File: config.mk
export PLATFORM = sky130hd
export DESIGN_NAME = sr_latch_ctrl
export DESIGN_NICKNAME = d
export VERILOG_FILES = /design/src/rtl/sr_ctrl_pkg.sv /design/src/rtl/rr_arb2.sv /design/src/rtl/sr_latch_ctrl.sv
export SDC_FILE = /design/constraint.sdc
export NUM_CORES = 1
export LEC_CHECK = 0
export BUFFER_PORTS_ARGS = -buffer_cell sky130_fd_sc_hd__buf_4
export CORE_MARGIN = 4
export CORE_UTILIZATION = 46
export DETAILED_ROUTE_END_ITERATION = 6
export PLACE_DENSITY_LB_ADDON = 0.1
export SLEW_MARGIN = 5
export SYNTH_ARGS = -nofsm -noshare
export SYNTH_HDL_FRONTEND = slang
export SYNTH_HIERARCHICAL = 1
export SYNTH_SLANG_ARGS = --single-unit
File: constraint.sdc
create_clock -name clk -period 2 [get_ports clk]
set_clock_uncertainty 0.1 [all_clocks]
set_input_delay 0.3 -clock clk [delete_from_list [all_inputs] [get_ports clk]]
set_output_delay 0.3 -clock clk [all_outputs]
set_load 0.03 [all_outputs]
File: src/rtl/sr_ctrl_pkg.sv
// Shared types and constants for the SR latch sequencing controller.
package sr_ctrl_pkg;

  typedef enum logic [1:0] {
    IDLE  = 2'd0,
    PULSE = 2'd1,
    GAP   = 2'd2,
    CHECK = 2'd3
  } state_t;

  localparam logic OP_SET   = 1'b1;
  localparam logic OP_RESET = 1'b0;

endpackage

File: src/rtl/rr_arb2.sv
// Two-input round-robin arbiter: on a tie, the requester that did not win last time gets the grant.
module rr_arb2 (
  input  logic [1:0] req,
  input  logic       last_grant,
  input  logic       enable,
  output logic [1:0] gnt
);

  always_comb begin
    gnt = 2'b00;
    if (enable) begin
      if (req == 2'b11) begin
        gnt = last_grant ? 2'b01 : 2'b10;
      end else begin
        gnt = req;
      end
    end
  end

endmodule

File: src/rtl/sr_latch_ctrl.sv
// Shares a bank of SR latches between two requesters: drives one S/R pulse per command,
// waits a hold gap, reads Q back and tracks the expected latch states.
module sr_latch_ctrl
  import sr_ctrl_pkg::*;
#(
  parameter int N_LATCH   = 4,
  parameter int PULSE_CYC = 2,
  parameter int GAP_CYC   = 1,
  parameter int IDX_W     = (N_LATCH > 1) ? $clog2(N_LATCH) : 1
) (
  input  logic               clk,
  input  logic               rst_n,
  input  logic [1:0]         req_valid,
  output logic [1:0]         req_ready,
  input  logic [IDX_W-1:0]   req0_idx,
  input  logic               req0_op,
  input  logic [IDX_W-1:0]   req1_idx,
  input  logic               req1_op,
  output logic [N_LATCH-1:0] S,
  output logic [N_LATCH-1:0] R,
  input  logic [N_LATCH-1:0] Q_fb,
  output logic [N_LATCH-1:0] shadow_q,
  output logic               busy,
  output logic               err,
  input  logic               err_clr
);

  localparam int CNT_MAX = (PULSE_CYC > GAP_CYC) ? PULSE_CYC : GAP_CYC;
  localparam int CNT_W   = (CNT_MAX > 1) ? $clog2(CNT_MAX) : 1;
  localparam logic [CNT_W-1:0] PULSE_LAST = CNT_W'(PULSE_CYC - 1);
  localparam logic [CNT_W-1:0] GAP_LAST   = CNT_W'(GAP_CYC - 1);
  // One extra bit so the range limit is representable even when N_LATCH is a power of two.
  localparam logic [IDX_W:0]   IDX_LIM    = (IDX_W + 1)'(N_LATCH);

  state_t             state_reg, state_next;
  logic [IDX_W-1:0]   idx_reg, idx_next;
  logic               op_reg, op_next;
  logic               last_grant_reg, last_grant_next;
  logic [CNT_W-1:0]   cnt_reg, cnt_next;
  logic [N_LATCH-1:0] s_reg, s_next;
  logic [N_LATCH-1:0] r_reg, r_next;
  logic [N_LATCH-1:0] shadow_reg, shadow_next;
  logic               err_reg, err_next;

  logic [1:0]         gnt;
  logic               accept;
  logic [IDX_W-1:0]   idx_sel;
  logic               op_sel;
  logic               idx_bad;
  logic [N_LATCH-1:0] sel_hot;
  logic [N_LATCH-1:0] cur_hot;
  logic               fb_bit;

  rr_arb2 u_arb (
    .req        (req_valid),
    .last_grant (last_grant_reg),
    .enable     (state_reg == IDLE),
    .gnt        (gnt)
  );

  assign accept  = |gnt;
  assign idx_sel = gnt[1] ? req1_idx : req0_idx;
  assign op_sel  = gnt[1] ? req1_op  : req0_op;
  assign idx_bad = {1'b0, idx_sel} >= IDX_LIM;

  // One-hot decodes of the incoming and in-flight latch index.
  for (genvar gi = 0; gi < N_LATCH; gi++) begin : g_dec
    assign sel_hot[gi] = (idx_sel == IDX_W'(gi));
    assign cur_hot[gi] = (idx_reg == IDX_W'(gi));
  end

  assign fb_bit = |(Q_fb & cur_hot);

  always_ff @(posedge clk or negedge rst_n) begin
    if (!rst_n) begin
      state_reg      <= IDLE;
      idx_reg        <= '0;
      op_reg         <= 1'b0;
      last_grant_reg <= 1'b1;
      cnt_reg        <= '0;
      s_reg          <= '0;
      r_reg          <= '0;
      shadow_reg     <= '0;
      err_reg        <= 1'b0;
    end else begin
      state_reg      <= state_next;
      idx_reg        <= idx_next;
      op_reg         <= op_next;
      last_grant_reg <= last_grant_next;
      cnt_reg        <= cnt_next;
      s_reg          <= s_next;
      r_reg          <= r_next;
      shadow_reg     <= shadow_next;
      err_reg        <= err_next;
    end
  end

  always_comb begin
    state_next      = state_reg;
    idx_next        = idx_reg;
    op_next         = op_reg;
    last_grant_next = last_grant_reg;
    cnt_next        = cnt_reg;
    s_next          = '0;
    r_next          = '0;
    shadow_next     = shadow_reg;
    // A new error event below overrides a coincident clear.
    err_next        = err_reg & ~err_clr;

    case (state_reg)
      IDLE: begin
        if (accept) begin
          last_grant_next = gnt[1];
          idx_next        = idx_sel;
          op_next         = op_sel;
          if (idx_bad) begin
            err_next = 1'b1;
          end else begin
            state_next = PULSE;
            cnt_next   = '0;
            s_next     = (op_sel == OP_SET)   ? sel_hot : '0;
            r_next     = (op_sel == OP_RESET) ? sel_hot : '0;
          end
        end
      end
      PULSE: begin
        if (cnt_reg == PULSE_LAST) begin
          state_next = GAP;
          cnt_next   = '0;
        end else begin
          cnt_next = cnt_reg + CNT_W'(1);
          s_next   = s_reg;
          r_next   = r_reg;
        end
      end
      GAP: begin
        if (cnt_reg == GAP_LAST) begin
          state_next = CHECK;
          cnt_next   = '0;
        end else begin
          cnt_next = cnt_reg + CNT_W'(1);
        end
      end
      CHECK: begin
        shadow_next = (op_reg == OP_SET) ? (shadow_reg | cur_hot) : (shadow_reg & ~cur_hot);
        if (fb_bit != op_reg) begin
          err_next = 1'b1;
        end
        state_next = IDLE;
      end
      default: state_next = IDLE;
    endcase
  end

  always_comb begin
    req_ready = gnt;
    S         = s_reg;
    R         = r_reg;
    shadow_q  = shadow_reg;
    err       = err_reg;
    busy      = (state_reg != IDLE);
  end

endmodule

# After elaboration in Yosys (flattened, before gate mapping)
# Index checks and enable logic that the tools add are counted.
# word_totals
ff_bits	20
latchBits	0
mem_bits_rw	0
rom_bits	0
in_bits	15
out_inout_bits	16
memories	0
# classes
add_sub_neg	1
n_mul	0
div_mod_pow	0
n_lt_le_gt_ge	0
eq_ne	14
shift	0
n_mux	23
bitwise	6
n_reduce_logical	10
# ops
operator	n
two-way mux 4 bit	6
case mux 4 bit (2 select lines)	2
equality test 2 bit (second input constant)	7
two-way mux 2 bit	7
AND 4 bit	2
case mux 2 bit (4 select lines)	1
equality test 2 x 1 -> 1 bit (second input constant)	3
logical NOT 2 bit	3
two-way mux 1 bit	6
!= test 2 bit (second input constant)	3
NOT 4 bit	1
bitwise OR 4 bit	1
AND reduction 2 bit	2
OR reduction 4 bit	1
case mux 1 bit (3 select lines)	1
AND reduction 3 bit	1
nonzero test 3 bit	1
nonzero test 2 bit	1
OR reduction 2 bit	1
adder 1 bit (second input constant)	1
AND 1 bit	1
!= test 1 bit	1
NOT 1 bit	1

# Depth between registers and ports, before layout
# Gate-level depths: netlist (run 1).
# logic_depth
word_depth	8
mapped_depth	8
depth_no_buf	7

# Hierarchy
# The synthesis (run 1) kept the hierarchy.
# modules_own_cells
module	instances	cells_each	area_per_inst_um2
sr_latch_ctrl	1	109	1084.8
rr_arb2	1	5	21.3

# Worst setup path after synthesis (run 1)
# Ideal clock, no wire load.
# synth_path
path_kind	register to register
from	register state_reg[0]
to	register state_reg[1]
setup_ns	0.125
t_arrival_ns	2.342
path_slack_ns	-0.567
stages_incl_launch_ff	8
period_less_slack_ns	2.567
cell_sequence	dfrtp_1 inv_1 ha_1 nand2_1 a21oi_1 nor2_1 a221o_1 mux2_4
# synth_via
elab_chain_len	5
elab_cells_between_ends	11
# synth_rtl
element	line_no	source
start, declared	sr_latch_ctrl.sv:35	state_t state_reg, state_next;
start signal, assigned	sr_latch_ctrl.sv:86	state_reg <= state_next;
logical NOT 2 bit	sr_latch_ctrl.sv:57	.enable (state_reg == IDLE),
two-way mux 2 bit	rr_arb2.sv:11	if (enable) begin
via req_ready[1]	sr_latch_ctrl.sv:14	output logic [1:0] req_ready,
OR reduction 2 bit	sr_latch_ctrl.sv:61	assign accept = |gnt;
!= test 2 bit (no source line)	-	
AND reduction 3 bit (no source line)	-	
# The timed path passes the listed nets, and every way through them passes these cells.
# A chain may end at the register's enable or synchronous reset.

# Final worst setup path (run 1)
# layout_path
from	register state_reg[0]
to	register state_reg[1]
# layout_via
elab_chain_len	5
elab_cells_between_ends	11
# layout_rtl
element	line_no
logical NOT 2 bit	sr_latch_ctrl.sv:57, sr_latch_ctrl.sv:110
two-way mux 2 bit	rr_arb2.sv:11
OR reduction 2 bit	sr_latch_ctrl.sv:61
!= test 2 bit (no source line)	-
AND reduction 3 bit (no source line)	-
# Several ways; a longest one is shown, not always the timed one.

==> flow_summary.json, run 1 <==
{
  "status": "complete, no violations",
  "row_count": 17,
  "cts.root.buffer_cell": "sky130_fd_sc_hd__clkbuf_4",
  "r2r_start": "state_reg[0]",
  "viasPerCell": 5.42,
  "grt_start_max_net_pins": 21,
  "criticalPathCategory": "reg -> reg",
  "antenna_found_initial": 0,
  "synth.avg_cell_area_um2": 9.70,
  "report.final.slew_viol_count": 0,
  "synthDistinctLibCells": 36,
  "yosysSeqAreaShare": 0.454,
  "min_period_ns": 1.95,
  "mappedNetlistArea_mm2": 0.00111,
  "reg2regPathDepth": 7,
  "crit_path_start": "state_reg[0]",
  "timing.critical_path.fanout_max": 6,
  "ratio_of_final_minimum_period_to_clock_period": 0.973,
  "cts_tree": "yes",
  "critical_path_data_arrival_time_ns": 2.04,
  "fin_util": 0.663,
  "cp_cell_sequence": "inv_2, ha_4, nand2_1, a21oi_4, nor2_1, a221o_1, mux2_4",
  "final_ant_viol_nets": 0,
  "drt-initial-drc-count": 14,
  "vdd_ir_drop_max_mv": 0.950,
  "first_pass_iters": 4,
  "die_width_um": 57.0,
  "grt_overflow_total": 0,
  "die_height_um": 57.0,
  "worst_path_largest_cell_delay_ns": 0.43,
  "hold_path_class": "in -> reg",
  "net_count_synth": 135,
  "multiInputGateArea_um2": 587,
  "report.final.setup_viol": 0,
  "synth-warning-count": 6,
  "grt_pass1_vias": 898,
  "crit_end_category": "flop",
  "worst_ep_required_time_ns": 2.09,
  "maxCapViolations": 0,
  "sequential_cell_area_um2": 502,
  "power_density_mw_per_mm2": 1330,
  "flow.area_growth_from_synthesis_pct": 35.1,
  "place_congestion": 0.811,
  "layout_cells_sized_above_1": 0.333,
  "slowest_stage": "sky130_fd_sc_hd__dfrtp_1",
  "die_area_mm2": 0.00325,
  "max_freq_mhz": 514,
  "cpLargestDelayFamily": "compound AO/OA/AOI/OAI gates",
  "dr_total_vias": 981,
  "setup.reg_to_reg.worst_slack_ns": 0.05,
  "core_mm2": 0.00225,
  "post_drt_wl_per_cell_um": 14.5,
  "grt_util_all_layers": 0.158,
  "num_io_pins": 31,
  "synthDominantAreaCellType": "sky130_fd_sc_hd__dfrtp_1",
  "power_leakage_nw": 0.710,
  "worstSetupStartpointType": "flop",
  "postSynthCellCount": 114,
  "critical_path.n_buffers_inverters": 1,
  "worst-slew-pin-transition_ns": 0.487,
  "grt_first_pass_wirelength_mm": 4.09,
  "worstSetupEndpoint": "state_reg[1]",
  "instances_no_fill": 181,
  "postSynthRegisterBits": 20,
  "routed_wl_mm": 2.62,
  "clk_pin_slew_ns": 0.12,
  "count_of_filler_cells_inserted_in_the_layout": 193,
  "final_hold_viol_count": 0,
  "initial_core_util": 0.491,
  "max-clock-path-buffers": 2,
  "area_share_of_the_leading_cell_type_in_the_synthesized_netlist": 0.430,
  "dp.final_hpwl_mm": 2.00,
  "worstSetupPathDepth": 7,
  "number_of_placed_instances_taps_included": 171,
  "yosys-top-cells-area": "sky130_fd_sc_hd__dfrtp_1 (43%), sky130_fd_sc_hd__ha_1 (6.8%), sky130_fd_sc_hd__nand2_1 (6.1%)",
  "portBuffers": 30,
  "most_common_cell_after_layout_fill_and_taps_aside": "sky130_fd_sc_hd__buf_4",
  "cts_made_buffers": 3,
  "final_nets": 175,
  "worst_slew_margin_rel": 0.674,
  "cts.htree.levels": 1,
  "numClockSinks": 20,
  "post_route_drc": 0,
  "antenna_cells_inserted": 0,
  "final_cell_mix": "sky130_fd_sc_hd__buf_4 (36), sky130_fd_sc_hd__dfrtp_1 (19), sky130_fd_sc_hd__nand2_1 (17), sky130_fd_sc_hd__inv_1 (6), sky130_fd_sc_hd__o21ai_0 (6)",
  "reg2reg_end": "state_reg[1]",
  "clk_latency_worst_skew_pair_ns": 0.29
}
-- power breakdown --
group	internal [mW]	total (mW)	switching [mW]
sequential	0.534	0.641	0.107
combinational	0.494	1.11	0.617
clock	0.111	0.231	0.120
total	1.14	1.98	0.844
-- tightest hold or removal path, cell delays in order --
cell	delay, ns
sky130_fd_sc_hd__buf_4	0.07
sky130_fd_sc_hd__nand2b_1	0.08
sky130_fd_sc_hd__o211ai_1	0.08
-- worst min path at each step --
stage                  from    to  depth (start not counted)
CTS                 err_clr   err                          3
finish              err_clr   err                          3
floorplan             rst_n  R[0]                          0
detailed placement    rst_n  R[2]                          1
global route        err_clr   err                          3
global placement      rst_n  S[2]                          1
-- metal layers --
| layer | GRT usage | wire [um] | up-vias |
|---|---|---|---|
| met3 | 0.0294 | 136 | 4 |
| met5 | 0 | 0 | - |
| met2 | 0.274 | 1310 | 34 |
| met4 | 0.0397 | 36 | 0 |
| li1 | - | - | 482 |
| met1 | 0.203 | 1140 | 461 |
-- cell type report --
type	instances	area share
multi-input combinational	82	0.393
sequential	20	0.336
timing repair buffer	39	0.204
clock buffer	4	0.0243
tap	28	0.0235
inverter	8	0.0201
-- timing repair --
item	in CTS	in global routing
setup endpoints to repair	0	4
resized for setup	0	1
endpoints found under the hold margin	19	0
setup buffers	0	5
hold buffers	1	0
-- stage by stage --
stage / total power [mW] / hold slack (ns) / cell area, um^2 / setup TNS [ns] / setup slack [ns]
final: 1.98 / 0.184 / 1490 / 0 / 0.0542
after global placement: 1.64 / 0.0902 / 1400 / 0 / 0.138
after CTS: 1.91 / 0.180 / 1450 / 0 / 0.0409
after global routing: 2.12 / 0.190 / 1490 / -0.0272 / -0.0125
after floorplan: 1.38 / -0.0956 / 1140 / 0 / 0.00138
after detailed placement: 1.68 / 0.0948 / 1400 / 0 / 0.0655
-- synth_stat cells --
| cell | number |
|---|---|
| sky130_fd_sc_hd__o32a_1 | 1 |
| sky130_fd_sc_hd__nor2b_1 | 2 |
| sky130_fd_sc_hd__clkbuf_1 | 1 |
| sky130_fd_sc_hd__a32oi_1 | 1 |
| sky130_fd_sc_hd__o31ai_1 | 4 |
| sky130_fd_sc_hd__o21bai_1 | 1 |
| sky130_fd_sc_hd__dfrtp_1 | 19 |
| sky130_fd_sc_hd__xnor2_1 | 1 |
| sky130_fd_sc_hd__buf_2 | 2 |
| sky130_fd_sc_hd__nor2_1 | 3 |
| sky130_fd_sc_hd__nand3b_1 | 4 |
| sky130_fd_sc_hd__a21oi_1 | 5 |
| sky130_fd_sc_hd__o31ai_2 | 1 |
| sky130_fd_sc_hd__mux2_2 | 1 |
| sky130_fd_sc_hd__nor3b_1 | 1 |
| sky130_fd_sc_hd__nor3_1 | 1 |
| sky130_fd_sc_hd__nand2_1 | 18 |
| sky130_fd_sc_hd__mux2_1 | 1 |
| sky130_fd_sc_hd__dfstp_2 | 1 |
| sky130_fd_sc_hd__nand2b_1 | 3 |
| sky130_fd_sc_hd__a21boi_0 | 1 |
| sky130_fd_sc_hd__nand3_1 | 4 |
| sky130_fd_sc_hd__o211ai_1 | 1 |
| sky130_fd_sc_hd__mux2i_1 | 3 |
| sky130_fd_sc_hd__a221o_1 | 1 |
| sky130_fd_sc_hd__o21a_1 | 1 |
| sky130_fd_sc_hd__o21ai_0 | 6 |
| sky130_fd_sc_hd__o21ai_1 | 5 |
| sky130_fd_sc_hd__buf_6 | 1 |
| sky130_fd_sc_hd__mux2_4 | 1 |
| sky130_fd_sc_hd__o31a_1 | 1 |
| sky130_fd_sc_hd__inv_1 | 8 |
| sky130_fd_sc_hd__a22o_1 | 2 |
| sky130_fd_sc_hd__a2bb2oi_1 | 1 |
| sky130_fd_sc_hd__o32ai_1 | 1 |
| sky130_fd_sc_hd__ha_1 | 6 |
-- kinds of logic after synthesis --
kind of cell,count (synthesis),share of synthesized area
buffers and inverters,12,0.0498
adders and majority gates,6,0.0679
and+or+nand+nor,36,0.156
DFF,20,0.454
xor gates and xnor gates,1,0.00792
AOI/OAI and AO/OA,33,0.204
muxes,6,0.0611
(Power assumes the default switching activity.)
==> inputs of run 2 (changes only) <==
--- a/config.mk
+++ b/config.mk
@@ -7,7 +7,7 @@
 export LEC_CHECK = 0
 export BUFFER_PORTS_ARGS = -buffer_cell sky130_fd_sc_hd__buf_4
 export CORE_MARGIN = 4
-export CORE_UTILIZATION = 46
+export CORE_UTILIZATION = 50
 export DETAILED_ROUTE_END_ITERATION = 6
 export PLACE_DENSITY_LB_ADDON = 0.1
 export SLEW_MARGIN = 5
==> constraint.sdc (replaced) <==
create_clock -name clk -period 1.9 [get_ports clk]
set_clock_uncertainty 0.1 [all_clocks]
set_input_delay 0.285 -clock clk [delete_from_list [all_inputs] [get_ports clk]]
set_output_delay 0.285 -clock clk [all_outputs]
set_load 0.03 [all_outputs]
==> run 2 against run 1 <==
Effect of this change: non-clock buffer count up 6; count of clock-buffer cells in the layout decreased by 1; cell area grew 5.6%; clock power up 53%; utilization up 12 points; maximum frequency increased by 2.9%; sequential share of layout area is 1.8 points lower; highest routed layer unchanged.
==> flow_summary.json, run 2 (synthesized netlist as in run 1, its figures left out) <==
{
  "clk_pin_slew_ns": 0.13,
  "die_area_mm2": 0.00303,
  "post_route_drc": 0,
  "cts.root.buffer_cell": "sky130_fd_sc_hd__clkbuf_4",
  "hold_path_class": "in -> reg",
  "routedLengthMet1_mm": 1.19,
  "count_of_filler_cells_inserted_in_the_layout": 136,
  "timing.critical_path.fanout_max": 5,
  "grt_overflow_total": 0,
  "core_mm2": 0.00202,
  "report.final.slew_viol_count": 0,
  "cts.htree.levels": 1,
  "first_pass_iters": 4,
  "portBuffers": 30,
  "place_congestion": 0.816,
  "num_io_pins": 31,
  "die_height_um": 55.0,
  "finalSetupTns_ns": 0,
  "grt_util_all_layers": 0.200,
  "final_cell_mix": "sky130_fd_sc_hd__buf_4 (40), sky130_fd_sc_hd__dfrtp_1 (19), sky130_fd_sc_hd__nand2_1 (16), sky130_fd_sc_hd__o21ai_0 (6)",
  "vdd_ir_drop_max_mv": 1.12,
  "numClockSinks": 20,
  "final_ant_viol_nets": 0,
  "drt-initial-drc-count": 8,
  "grt_setup_unrepaired": "yes",
  "final_hold_viol_count": 0,
  "max_freq_mhz": 529,
  "final_nets": 181,
  "dp.final_hpwl_mm": 2.00,
  "viasPerCell": 5.47,
  "worstSetupStartpointType": "flop",
  "grt_start_max_net_pins": 21,
  "post-place-ws_ns": 0.0377,
  "worst_ep_required_time_ns": 2.01,
  "report.final.setup_viol": 0,
  "worst_slew_margin_rel": 0.794,
  "status": "complete, no violations",
  "clk_latency_worst_skew_pair_ns": 0.30,
  "cts_made_buffers": 3,
  "worst-slew-pin-transition_ns": 0.309,
  "layout_cells_sized_above_1": 0.390,
  "criticalPathCategory": "reg -> reg",
  "antenna_found_initial": 0,
  "max-clock-path-buffers": 2,
  "antenna_cells_inserted": 0,
  "flow.area_growth_from_synthesis_pct": 42.6,
  "routed-wl-met3_um": 113,
  "setup_slack_ns": 0.00817,
  "crit_end_category": "flop",
  "slowest_stage": "sky130_fd_sc_hd__dfrtp_1",
  "routed_wl_mm": 2.85,
  "dr_total_vias": 1017,
  "worst_path_largest_cell_delay_ns": 0.43,
  "critical_path_data_arrival_time_ns": 2.00,
  "power_density_mw_per_mm2": 1490,
  "post_drt_wl_per_cell_um": 15.3,
  "met2RoutedLength_mm": 1.50,
  "initial_core_util": 0.547,
  "topRoutingLayerUsed": "met4",
  "grt_first_pass_wirelength_mm": 4.27,
  "sequential_cell_area_um2": 502,
  "min_period_ns": 1.89,
  "power_leakage_nw": 0.746,
  "most_common_cell_after_layout_fill_and_taps_aside": "sky130_fd_sc_hd__buf_4",
  "cts_tree": "yes",
  "cp_cell_sequence": "inv_2, ha_4, nand2_4, a21oi_4, nor2_2, a221o_1, mux2_4",
  "maxCapViolations": 0,
  "ratio_of_final_minimum_period_to_clock_period": 0.996,
  "die_width_um": 55.0,
  "multiInputGateArea_um2": 604,
  "row_count": 16,
  "grt_pass1_vias": 957
}
## run 2: worst paths after layout
kind / from / end / slack, ns / cells after the start
max in group asynchronous: rst_n / last_grant_reg / 1.15 / 2
worst max-delay path: state_reg[0] / state_reg[1] / 0.008 / 7
worst min-delay path: err_clr / err / 0.14 / 3
min in group asynchronous: rst_n / S[2] / 0.28 / 2
worst min register to register: R[2] / R[2] / 0.39 / 2
worst max register to register: state_reg[0] / state_reg[1] / 0.008 / 7
## run 2: critical path: cells and delay by family (launching register included)
kind | cells | cell delay (ns)
compound gates | 2 | 0.54
flops | 1 | 0.43
mux | 1 | 0.31
fa+ha+maj | 1 | 0.17
simple gates | 2 | 0.13
buf+inv | 1 | 0.11
## run 2: where the power goes
| part | internal, mW | switching [mW] | total [mW] |
|---|---|---|---|
| Combinational | 0.604 | 0.717 | 1.32 |
| Clock | 0.213 | 0.140 | 0.353 |
| Sequential | 0.562 | 0.112 | 0.674 |
| Total | 1.38 | 0.969 | 2.35 |
## run 2: cell type report
type,instances,area share
multi-input cells,82,0.383
inverters,8,0.0190
well taps,27,0.0214
repair buffers,45,0.225
clock buffers,3,0.0143
flip-flops and latches,20,0.318
clock inverters,1,0.0190
## run 2: repair_timing
item / in CTS / in global routing
hold buffers: 1 / 0
buffers inserted: 2 / 7
pin swaps: 1 / 5
endpoints found under the hold margin: 19 / 0
endpoints found under the setup margin: 1 / 11
resized for setup: 0 / 8
## run 2: routing by layer
layer / track usage / vias to the layer above
met4: 0.0931 / 0
met3: 0.0268 / 4
li1: - / 497
met5: 0 / -
met1: 0.246 / 490
met2: 0.344 / 26
## run 2: metrics by stage
| stage | std cells | power [mW] | area, um^2 | hold WS, ns | utilization |
|---|---|---|---|---|---|
| floorplan | 114 | 1.45 | 1150 | -0.111 | - |
| global placement | 172 | 1.74 | 1420 | 0.0759 | 0.701 |
| detailed placement | 172 | 1.80 | 1420 | 0.0798 | 0.701 |
| CTS | 179 | 2.18 | 1500 | 0.142 | 0.739 |
| global route | 186 | 2.49 | 1580 | 0.140 | 0.780 |
| finish | 186 | 2.35 | 1580 | 0.142 | 0.780 |
==> inputs of run 3 (changes only) <==
--- a/config.mk
+++ b/config.mk
@@ -5,6 +5,7 @@
 export SDC_FILE = /design/constraint.sdc
 export NUM_CORES = 1
 export LEC_CHECK = 0
+export ABC_AREA = 1
 export BUFFER_PORTS_ARGS = -buffer_cell sky130_fd_sc_hd__buf_4
 export CORE_MARGIN = 4
 export CORE_UTILIZATION = 50
==> run 3 against run 2 <==
Effect of this change: synthesized area is 4.5% lower; synthesized cell count is 6.1% higher; sequential power is 0.9% higher; sequential share of layout area is 3.5 points higher; count of clock-buffer cells in the layout is 1 higher; register-to-register slack better by 0.12 ns; critical path depth is 2 lower; via count is 5.2% lower; final cell count is 1.1% higher; critical path type is now reg -> out; critical endpoint is now req_ready[1].
==> flow_summary.json, run 3 <==
{
  "switchingPower_uw": 935,
  "viasPerCell": 5.13,
  "clk_latency_worst_skew_pair_ns": 0.31,
  "min_period_ns": 1.82,
  "first_pass_iters": 4,
  "post_drt_wl_per_cell_um": 12.1,
  "mappedNetlistArea_mm2": 0.00106,
  "synth_compound_gate_area_share": 0.141,
  "synth_top_family_by_area": "simple AND/OR/NAND/NOR gates",
  "async_reset_ff_frac": 1.00,
  "die_height_um": 54.0,
  "worstSetupPathDepth": 5,
  "power_leakage_nw": 0.723,
  "worst_hold_slack_ns": 0.0863,
  "grt-busiest-layer": "met2",
  "critical_path.n_buffers_inverters": 2,
  "worst_ep_required_time_ns": 1.51,
  "die_area_mm2": 0.00291,
  "initial_core_util": 0.533,
  "synth_top_flop_cell": "sky130_fd_sc_hd__dfrtp_1",
  "net_count_synth": 142,
  "cts.htree.levels": 1,
  "ratio_of_final_minimum_period_to_clock_period": 0.957,
  "worstSetupStartpointType": "flop",
  "reg2regPathDepth": 10,
  "cts_made_buffers": 3,
  "synthMuxAreaShare": 0,
  "worst-slew-pin-transition_ns": 0.267,
  "drt-initial-drc-count": 15,
  "yosysSeqAreaShare": 0.475,
  "postSynthCellCount": 121,
  "dr_total_vias": 964,
  "post_route_drc": 0,
  "post-synth-top-count-cell": "sky130_fd_sc_hd__nand2_1",
  "criticalPathCategory": "reg -> out",
  "power.share.clock": 0.109,
  "power_switching_share": 0.469,
  "final_area_mm2": 0.00142,
  "cpLargestDelayFamily": "flip-flops",
  "fin_util": 0.718,
  "synth_simple_gate_area_share": 0.251,
  "power_report.internal_total_mw": 1.06,
  "yosys.area_share.xor_xnor": 0,
  "grt_util_all_layers": 0.177,
  "routed_wl_mm": 2.27,
  "status": "complete, no violations",
  "worst_path_largest_cell_delay_ns": 0.44,
  "power.combinational.fraction": 0.550,
  "seq_power_share": 0.341,
  "grt_overflow_total": 0,
  "final_nets": 183,
  "count_of_filler_cells_inserted_in_the_layout": 152,
  "die_width_um": 54.0,
  "flow.area_growth_from_synthesis_pct": 34.8,
  "synth-edff-count": 0,
  "layout_cells_sized_above_1": 0.385,
  "portBuffers": 30,
  "antenna_cells_inserted": 0,
  "numClockSinks": 20,
  "grt_start_max_net_pins": 21,
  "max-clock-path-buffers": 2,
  "maxCapViolations": 0,
  "row_count": 16,
  "placed_cell_area_mm2": 0.00133,
  "hold_depth": 4,
  "grt_setup_unrepaired": "no",
  "synthTopCellsByCount": "sky130_fd_sc_hd__nand2_1 (22), sky130_fd_sc_hd__dfrtp_1 (19), sky130_fd_sc_hd__nand3_1 (16), sky130_fd_sc_hd__o21ai_1 (14), sky130_fd_sc_hd__inv_1 (11)",
  "critical_path_data_arrival_time_ns": 1.43,
  "global_route.usage.met2": 0.270,
  "crit_end_category": "output port",
  "synthDominantAreaCellType": "sky130_fd_sc_hd__dfrtp_1",
  "cp_cell_sequence": "inv_2, ha_4, nand2_1, a21oi_4, buf_4",
  "report.final.slew_viol_count": 0,
  "cts_tree": "yes",
  "global_route.usage.met1": 0.228,
  "worst_slew_margin_rel": 0.822,
  "antenna_found_initial": 0,
  "area_share_of_the_leading_cell_type_in_the_synthesized_netlist": 0.450,
  "max_freq_mhz": 550,
  "slowest_stage": "sky130_fd_sc_hd__dfrtp_1",
  "finalSetupTns_ns": 0,
  "synth-warning-count": 6,
  "report.final.setup_viol": 0,
  "vdd_ir_drop_max_mv": 1.19,
  "grt_first_pass_wirelength_mm": 3.66,
  "clk_pin_slew_ns": 0.11,
  "yosys-top-cells-area": "sky130_fd_sc_hd__dfrtp_1 (45%), sky130_fd_sc_hd__nand2_1 (7.8%), sky130_fd_sc_hd__nand3_1 (7.6%)",
  "num_io_pins": 31,
  "final_cell_mix": "sky130_fd_sc_hd__buf_4 (36), sky130_fd_sc_hd__nand2_1 (22), sky130_fd_sc_hd__dfrtp_1 (18), sky130_fd_sc_hd__nand3_1 (16), sky130_fd_sc_hd__o21ai_1 (13)",
  "synthDistinctLibCells": 19,
  "use_met3": 0.0388,
  "most_common_cell_after_layout_fill_and_taps_aside": "sky130_fd_sc_hd__buf_4",
  "cts.root.buffer_cell": "sky130_fd_sc_hd__clkbuf_4",
  "place_congestion": 0.748,
  "grt_pass1_vias": 848,
  "final_hold_viol_count": 0,
  "core_mm2": 0.00198,
  "hold_path_class": "in -> reg",
  "synth-adder-area-share": 0.0711,
  "dp.final_hpwl_mm": 1.71,
  "final_ant_viol_nets": 0,
  "timing.critical_path.fanout_max": 4,
  "postSynthRegisterBits": 20,
  "synth.avg_cell_area_um2": 8.73,
  "power_density_mw_per_mm2": 1400
}
==> run 3: power groups by stage <==
stage / clock network, mW / logic, mW / registers [mW]
after floorplan: 0 / 0.616 / 0.775
after global placement: 0 / 0.979 / 0.682
after detailed placement: 0 / 1.01 / 0.689
after CTS: 0.222 / 1.04 / 0.685
after global routing: 0.232 / 1.23 / 0.697
final: 0.217 / 1.10 / 0.680
==> run 3: logic make-up after synthesis <==
| family | after synthesis |
|---|---|
| and+or+nand+nor | 51 |
| AOI/OAI and AO/OA | 27 |
| DFF | 20 |
| buffers and inverters | 17 |
| adders and majority gates | 6 |
==> run 3: per-layer routing <==
metal / share of wire / vias to the layer above
li1: - / 483
met1: 0.45 / 438
met2: 0.43 / 36
met3: 0.084 / 7
met4: 0.029 / 0
met5: 0 / -
==> run 3: final timing paths <==
kind / from / end / slack [ns]
setup / recovery: state_reg[1] / req_ready[1] / 0.08
hold / removal: err_clr / err / 0.09
setup reg to reg: state_reg[1] / R[0] / 0.13
hold reg to reg: err / err / 0.39
max in group asynchronous: rst_n / last_grant_reg / 1.16
min in group asynchronous: rst_n / async pin / 0.27
==> run 3: worst min-delay path, stage by stage <==
cell and delay [ns]:
sky130_fd_sc_hd__buf_4 0.07, sky130_fd_sc_hd__inv_1 0.03, sky130_fd_sc_hd__nand2_1 0.04, sky130_fd_sc_hd__nand2_1 0.04
==> run 3: area by class of cell <==
cell class / count / area (um^2) / area share
Inverter: 16 / 60.1 / 0.0422
Multi-Input combinational cell: 84 / 520 / 0.366
Tap cell: 27 / 33.8 / 0.0237
Timing Repair Buffer: 37 / 280 / 0.197
Clock buffer: 4 / 26.3 / 0.0185
Sequential cell: 20 / 503 / 0.353
==> run 3: through the flow <==
| stage | setup WS (ns) | instances | power, mW |
|---|---|---|---|
| global placement | 0.0919 | 178 | 1.66 |
| detailed placement | 0.0177 | 178 | 1.70 |
| floorplan | 0.0251 | 121 | 1.39 |
| CTS | 0.0144 | 186 | 1.95 |
| global route | 0.0392 | 188 | 2.16 |
| finish | 0.0813 | 188 | 2.00 |
==> run 3: timing repair <==
item / in CTS / in global routing
pin swaps: 0 / 1
setup buffers: 3 / 2
endpoints found under the hold margin: 20 / 0
hold buffers: 1 / 0
endpoints found under the setup margin: 5 / 13
gates cloned: 0 / 0
gates resized for setup: 3 / 3
